==> src/rtl/store_chk_pkg.sv <==
// Shared types for the store-sequence checker: FSM states, fail codes and
// an index-width helper that stays legal for a single-entry table.
package store_chk_pkg;

    typedef enum logic [1:0] {
        IDLE = 2'd0,
        RUN  = 2'd1,
        PASS = 2'd2,
        FAIL = 2'd3
    } chkStateT;

    localparam logic [2:0] FC_NONE    = 3'd0;
    localparam logic [2:0] FC_ADDR    = 3'd1;
    localparam logic [2:0] FC_DATA    = 3'd2;
    localparam logic [2:0] FC_TIMEOUT = 3'd3;
    localparam logic [2:0] FC_ORDER   = 3'd4;

    function automatic int idxWidth(int depth);
        return (depth > 1) ? $clog2(depth) : 1;
    endfunction

endpackage

==> src/rtl/store_match_unit.sv <==
// Combinational classifier: decides whether one store hits the expected
// table, is ignored, or fails, and with which code.
module store_match_unit
    import store_chk_pkg::*;
#(
    parameter int               XLEN        = 32,
    parameter int               DEPTH       = 4,
    parameter bit               ORDERED     = 1'b1,
    parameter logic [XLEN-1:0]  IGNORE_ADDR = 100
) (
    input  logic [XLEN-1:0]             storeAddr,
    input  logic [XLEN-1:0]             storeData,
    input  logic [DEPTH-1:0][XLEN-1:0]  tableAddr,
    input  logic [DEPTH-1:0][XLEN-1:0]  tableData,
    input  logic [DEPTH-1:0]            hitMask,
    input  logic [$clog2(DEPTH):0]      ptr,
    input  logic [$clog2(DEPTH):0]      len,
    output logic                        hit,
    output logic [idxWidth(DEPTH)-1:0]  hit_idx,
    output logic                        ignore,
    output logic [2:0]                  fail_code
);

    localparam int IW = idxWidth(DEPTH);
    localparam int CW = $clog2(DEPTH) + 1;

    logic          ordHit, ordAddrEq, ordLater;
    logic [IW-1:0] ordIdx;
    logic          unoHit, unoDup, unoAddrAny;
    logic [IW-1:0] unoIdx;

    // Both policies are evaluated side by side; ORDERED only picks the result.
    always_comb begin
        ordHit     = 1'b0;
        ordAddrEq  = 1'b0;
        ordLater   = 1'b0;
        ordIdx     = '0;
        unoHit     = 1'b0;
        unoDup     = 1'b0;
        unoAddrAny = 1'b0;
        unoIdx     = '0;
        for (int i = 0; i < DEPTH; i++) begin
            if (CW'(i) < len && tableAddr[i] == storeAddr) begin
                if (CW'(i) == ptr) begin
                    ordAddrEq = 1'b1;
                    if (tableData[i] == storeData) begin
                        ordHit = 1'b1;
                        ordIdx = IW'(i);
                    end
                end else if (CW'(i) > ptr) begin
                    ordLater = 1'b1;
                end
                unoAddrAny = 1'b1;
                if (tableData[i] == storeData) begin
                    if (hitMask[i]) begin
                        unoDup = 1'b1;
                    end else if (!unoHit) begin
                        // lowest unhit index wins on duplicated table entries
                        unoHit = 1'b1;
                        unoIdx = IW'(i);
                    end
                end
            end
        end
    end

    always_comb begin
        hit       = 1'b0;
        hit_idx   = '0;
        ignore    = 1'b0;
        fail_code = FC_NONE;
        if (storeAddr == IGNORE_ADDR) begin
            ignore = 1'b1;
        end else if (ORDERED) begin
            if (ordHit) begin
                hit     = 1'b1;
                hit_idx = ordIdx;
            end else if (ordAddrEq) begin
                fail_code = FC_DATA;
            end else if (ordLater) begin
                fail_code = FC_ORDER;
            end else begin
                fail_code = FC_ADDR;
            end
        end else begin
            if (unoHit) begin
                hit     = 1'b1;
                hit_idx = unoIdx;
            end else if (unoDup) begin
                ignore = 1'b1;
            end else if (unoAddrAny) begin
                fail_code = FC_DATA;
            end else begin
                fail_code = FC_ADDR;
            end
        end
    end

endmodule

==> config.mk <==
export PLATFORM = sky130hd
export DESIGN_NAME = store_match_unit
export DESIGN_NICKNAME = d
export VERILOG_FILES = /design/src/rtl/store_chk_pkg.sv /design/src/rtl/store_match_unit.sv
export SDC_FILE = /design/constraint.sdc
export NUM_CORES = 1
export LEC_CHECK = 0
export CORE_AREA = 2 2 129 131
export DETAILED_ROUTE_END_ITERATION = 10
export DIE_AREA = 0 0 131 133
export REMOVE_ABC_BUFFERS = 1
export SLEW_MARGIN = 20
export SYNTH_ARGS = -nofsm -noshare
export SYNTH_HDL_FRONTEND = slang
export SYNTH_SLANG_ARGS = --single-unit
==> constraint.sdc <==
create_clock -name vclk -period 5.4
set_input_delay 1.08 -clock vclk [all_inputs]
set_output_delay 1.08 -clock vclk [all_outputs]
set_load 0.005 [all_outputs]
* After elaboration in Yosys (flattened, before gate mapping)
Index checks and enable logic that the tools add are counted.
** Word-level totals
- Register bits :: 0
- Memory bits (read-only) :: 0
- Word-level logic and storage cells :: 75
- RAM bits :: 0
- Output and inout bits :: 7
- Memories :: 0
- Bits in latches :: 0
** Operators by class
- Eq/ne operators :: 12
- Divide/modulo/power cells :: 0
- Bitwise operators :: 0
- Add/sub/neg operators :: 0
- $lt $le $gt $ge :: 8
- Shifts and indexed selects :: 0
- Reduce and logical (&&, ||, !) cells :: 5
- Mux-type cells :: 50
- Multipliers :: 0
** Operators with widths (count)
- $eq 32x32->1 :: 8
- $mux 1 :: 38
- $eq 32x7->1 const B :: 1
- $mux 2 :: 8
- $mux 3 :: 4
- $eq 2x3->1 const A :: 2
- $gt 1x3->1 const A :: 2
- $gt 2x3->1 const A :: 2
- $lt 1x3->1 const A :: 2
- $lt 2x3->1 const A :: 2
- $logic_and 1x1->1 :: 4
- $eq 1x3->1 const A :: 1
- $logic_not 3->1 :: 1

* Longest topological paths before layout
- Depth after elaboration :: 17
- Depth in mapped cells :: 7

* Least setup slack after synthesis
Ideal clock, no wire load.
- Path type :: input to output
- From :: in storeAddr[19]
- To :: out fail_code[2]
- Data required time :: 4.320 ns
- Stages on the path :: 7
- Setup slack :: 1.461 ns
- Arrival :: 2.859 ns
- Buffers on the path :: 1
- Cell sequence :: buf_2 > xnor2_2 > nand4_1 > or4_1 > or3_1 > a21o_2 > a2111oi_4
** Between the ends
- Word-level cells in the longest chain between the ends :: 16
** RTL lines
- start: declaration :: line store_match_unit.sv:11 : input logic [XLEN-1:0] storeAddr,
- $eq 32x32->1 :: line store_match_unit.sv:43 : if (CW'(i) < len && tableAddr[i] == storeAddr) begin
- $logic_and 1x1->1 :: line store_match_unit.sv:43
- $mux 1 :: line store_match_unit.sv:43
- $mux 1 :: line store_match_unit.sv:50 : end else if (CW'(i) > ptr) begin
- $mux 1 :: line store_match_unit.sv:44 : if (CW'(i) == ptr) begin
- $mux 1 :: line store_match_unit.sv:43
- $mux 1 :: line store_match_unit.sv:50
- $mux 1 :: line store_match_unit.sv:44
- $mux 1 :: line store_match_unit.sv:43
- $mux 1 :: line store_match_unit.sv:50
- $mux 1 :: line store_match_unit.sv:44
- $mux 1 :: line store_match_unit.sv:43
- $mux 3 :: line store_match_unit.sv:80 : end else if (ordLater) begin
- $mux 3 :: line store_match_unit.sv:78 : end else if (ordAddrEq) begin
- $mux 3 :: line store_match_unit.sv:75 : if (ordHit) begin
- $mux 3 * :: line store_match_unit.sv:72 : if (storeAddr == IGNORE_ADDR) begin
- end: declaration :: line store_match_unit.sv:21 : output logic [2:0] fail_code
Mark *: on every way between the ends. The rest lies on a longest branch, timed or not.

* Final worst setup path
- From :: in storeAddr[21]
- To :: out fail_code[2]
Same word-level chain as after synthesis.

==> summary.txt <==
Status
  – Status: complete, no violations

Global route
  – Initial antenna violation count: 0
  – First-pass GRT wire length: 29.8 mm
  – Gr ovfl total: 0
  – Vias in the first global route: 5245
  – Largest net degree at the start of global routing: 8
  – GRT Overall Usage: 23.1%

Final layout
  – Clkbuf count: 0
  – Finished Layout Cells: 1004
  – Layout net count: 1116
  – Antenna Cells: 0
  – Share of layout cells above drive strength 1: 4.21%
  – Area grow syn2layout: 101%
  – Multi-input logic area: 0.00335 mm2
  – FF+latch count: 0
  – Register area: 0 um2
  – Fillcell total: 1701

Pwr
  – P per Cell Area: 77.4 mW/mm2
  – Max rail drop VDD: 45.3 uV
  – Leakage: 2.47 nW

Clocking
  – Post-CTS resize count: 0
  – Total setup buffers inserted after CTS: 0
  – CTS Hold Bufs: 0

Drt
  – DRC Markers: 0
  – 1st-iter DRT viols: 174
  – Via density: 4.68
  – Remaining antenna violation count: 0
  – Via Count: 4699
  – DRT Pass-1 Iters: 6
  – Final wirelength: 21.1 mm
  – Wire length per cell: 21.0 um

Setup path
  – WS Path Type: input pin to output port
  – Req. time, crit path: 4320 ps
  – Setup crit start kind: input pin
  – Crit Path Max Fanout: 5
  – Setup crit start: storeAddr[21]
  – Crit path DAT: 4210 ps
  – Setup crit end kind: output port

Synth
  – Synth area leader: xor2_1
  – Synth Instances: 461
  – Commonest cells in the netlist: 160 x xor2_1, 92 x xnor2_1, 53 x nor4_1
  – Synth area leaders: xor2_1 39%, xnor2_1 23%, nor4_1 9.3%
  – Syn. warnings: 0
  – Count of cell types in the netlist: 37
  – Post-Syn Area: 0.00355 mm2
  – Synth top area share: 39.4%
  – Top-count cell post-synth: xor2_1
  – Sequential fraction of the synthesis area: 0%
  – Mean post-synth cell area: 7.71 um2

Floorplan
  – Die H: 133 um
  – Core Area: 0.0162 mm2
  – Die area: 0.0174 mm2
  – Die extent in x: 131 um
  – IO Count: 337
  – Num rows: 47
  – Starting density of the core: 22.0%

Flow run
  – Max Cap Viol: 0

Timing
  – Setup-failing EPs final: 0
  – Actual slew at the worst max-slew pin: 635 ps
  – Final Max Slew Viols: 0
  – Final period util: 97.9%
  – Setup TNS: 0 ps
  – Final hold vios: 0
  – Fmax: 0.189 GHz
  – Slew HR: 57.3%
  – Tmin final: 5290 ps
  – RSZ-0062 raised after global routing: false

Placement
  – I/O Buffers: 333
  – Dpl cells: 1004
  – GP Congestion: 0.966
  – Post-DP HPWL: 19.1 mm

Min path
  – Hold path start: ptr[2]
  – Hold Crit Class: input pin to output port
[cell families (layout without fill, tap and decap cells)]
kind of cell / Yosys count / count (layout) / synth area share [%]
xor+xnor: 255 / 255 / 63.5
simple gates: 161 / 161 / 27.6
buf+inv: 33 / 356 / 5.88
compound gates: 12 / 12 / 3.06
[worst max-delay path, cell delays in order]
cell and delay, ps:
clkdlybuf4s50_1 620, xnor2_1 320, nand4_1 110, or4_1 630, or3_1 350, a21o_2 230
a2111oi_4 280, clkdlybuf4s50_1 590
[per-layer routing]
layer	share of wire, %	GRT usage [%]
met3	8.2	3.96
met2	56	48.6
met4	2.5	4.96
met1	33	22.5
met5	0	0
[power by group]
part	leakage (nW)	internal (mW)	switching (mW)	total [mW]
Clock	0	0	0	0
Combinational	2.47	0.329	0.223	0.553
Sequential	0	0	0	0
Total	2.47	0.329	0.223	0.553
[through the flow]
| stage | utilization, % | area, um2 | total power, mW | worst slack (ps) | hold slack (ps) |
|---|---|---|---|---|---|
| 6_report | 44.2 | 7140 | 0.553 | 111 | 3290 |
| 5_1_grt | 44.2 | 7140 | 0.592 | 0.940 | 3330 |
| 4_1_cts | 44.1 | 7130 | 0.557 | 27.8 | 3280 |
| 3_5_place_dp | 44.1 | 7130 | 0.554 | 33.5 | 3280 |
| 3_3_place_gp | 44.1 | 7130 | 0.552 | 28.0 | 3280 |
| 2_1_floorplan | - | 3350 | 0.181 | 1590 | 2190 |
[path summary, 6_finish.rpt]
path,slack (ps),end,cells after the start
setup / recovery,110,fail_code[2],8
hold / removal,3290,fail_code[2],3
[cells in the final DEF (no fill, tap or decap), types with 2 or more instances in the layout]
cell type,n
a21oi_1,2
a22oi_1,2
and2_1,2
and4b_1,2
buf_4,21
clkdlybuf4s50_1,333
nand2_1,11
nand2b_1,4
nand3_1,8
nand4_1,52
nor2_1,9
nor3_1,6
nor4_1,52
nor4_2,2
o2111ai_1,2
or4_1,3
xnor2_1,92
xnor2_2,3
xor2_1,160
[cell type report]
cell class	count	share of cell area [%]
Tap cell	220	3.85
Timing Repair Buffer	355	49.2
Inverter	1	0.0526
Multi-Input combinational cell	428	46.9
Power figures use the tool's default switching activity.
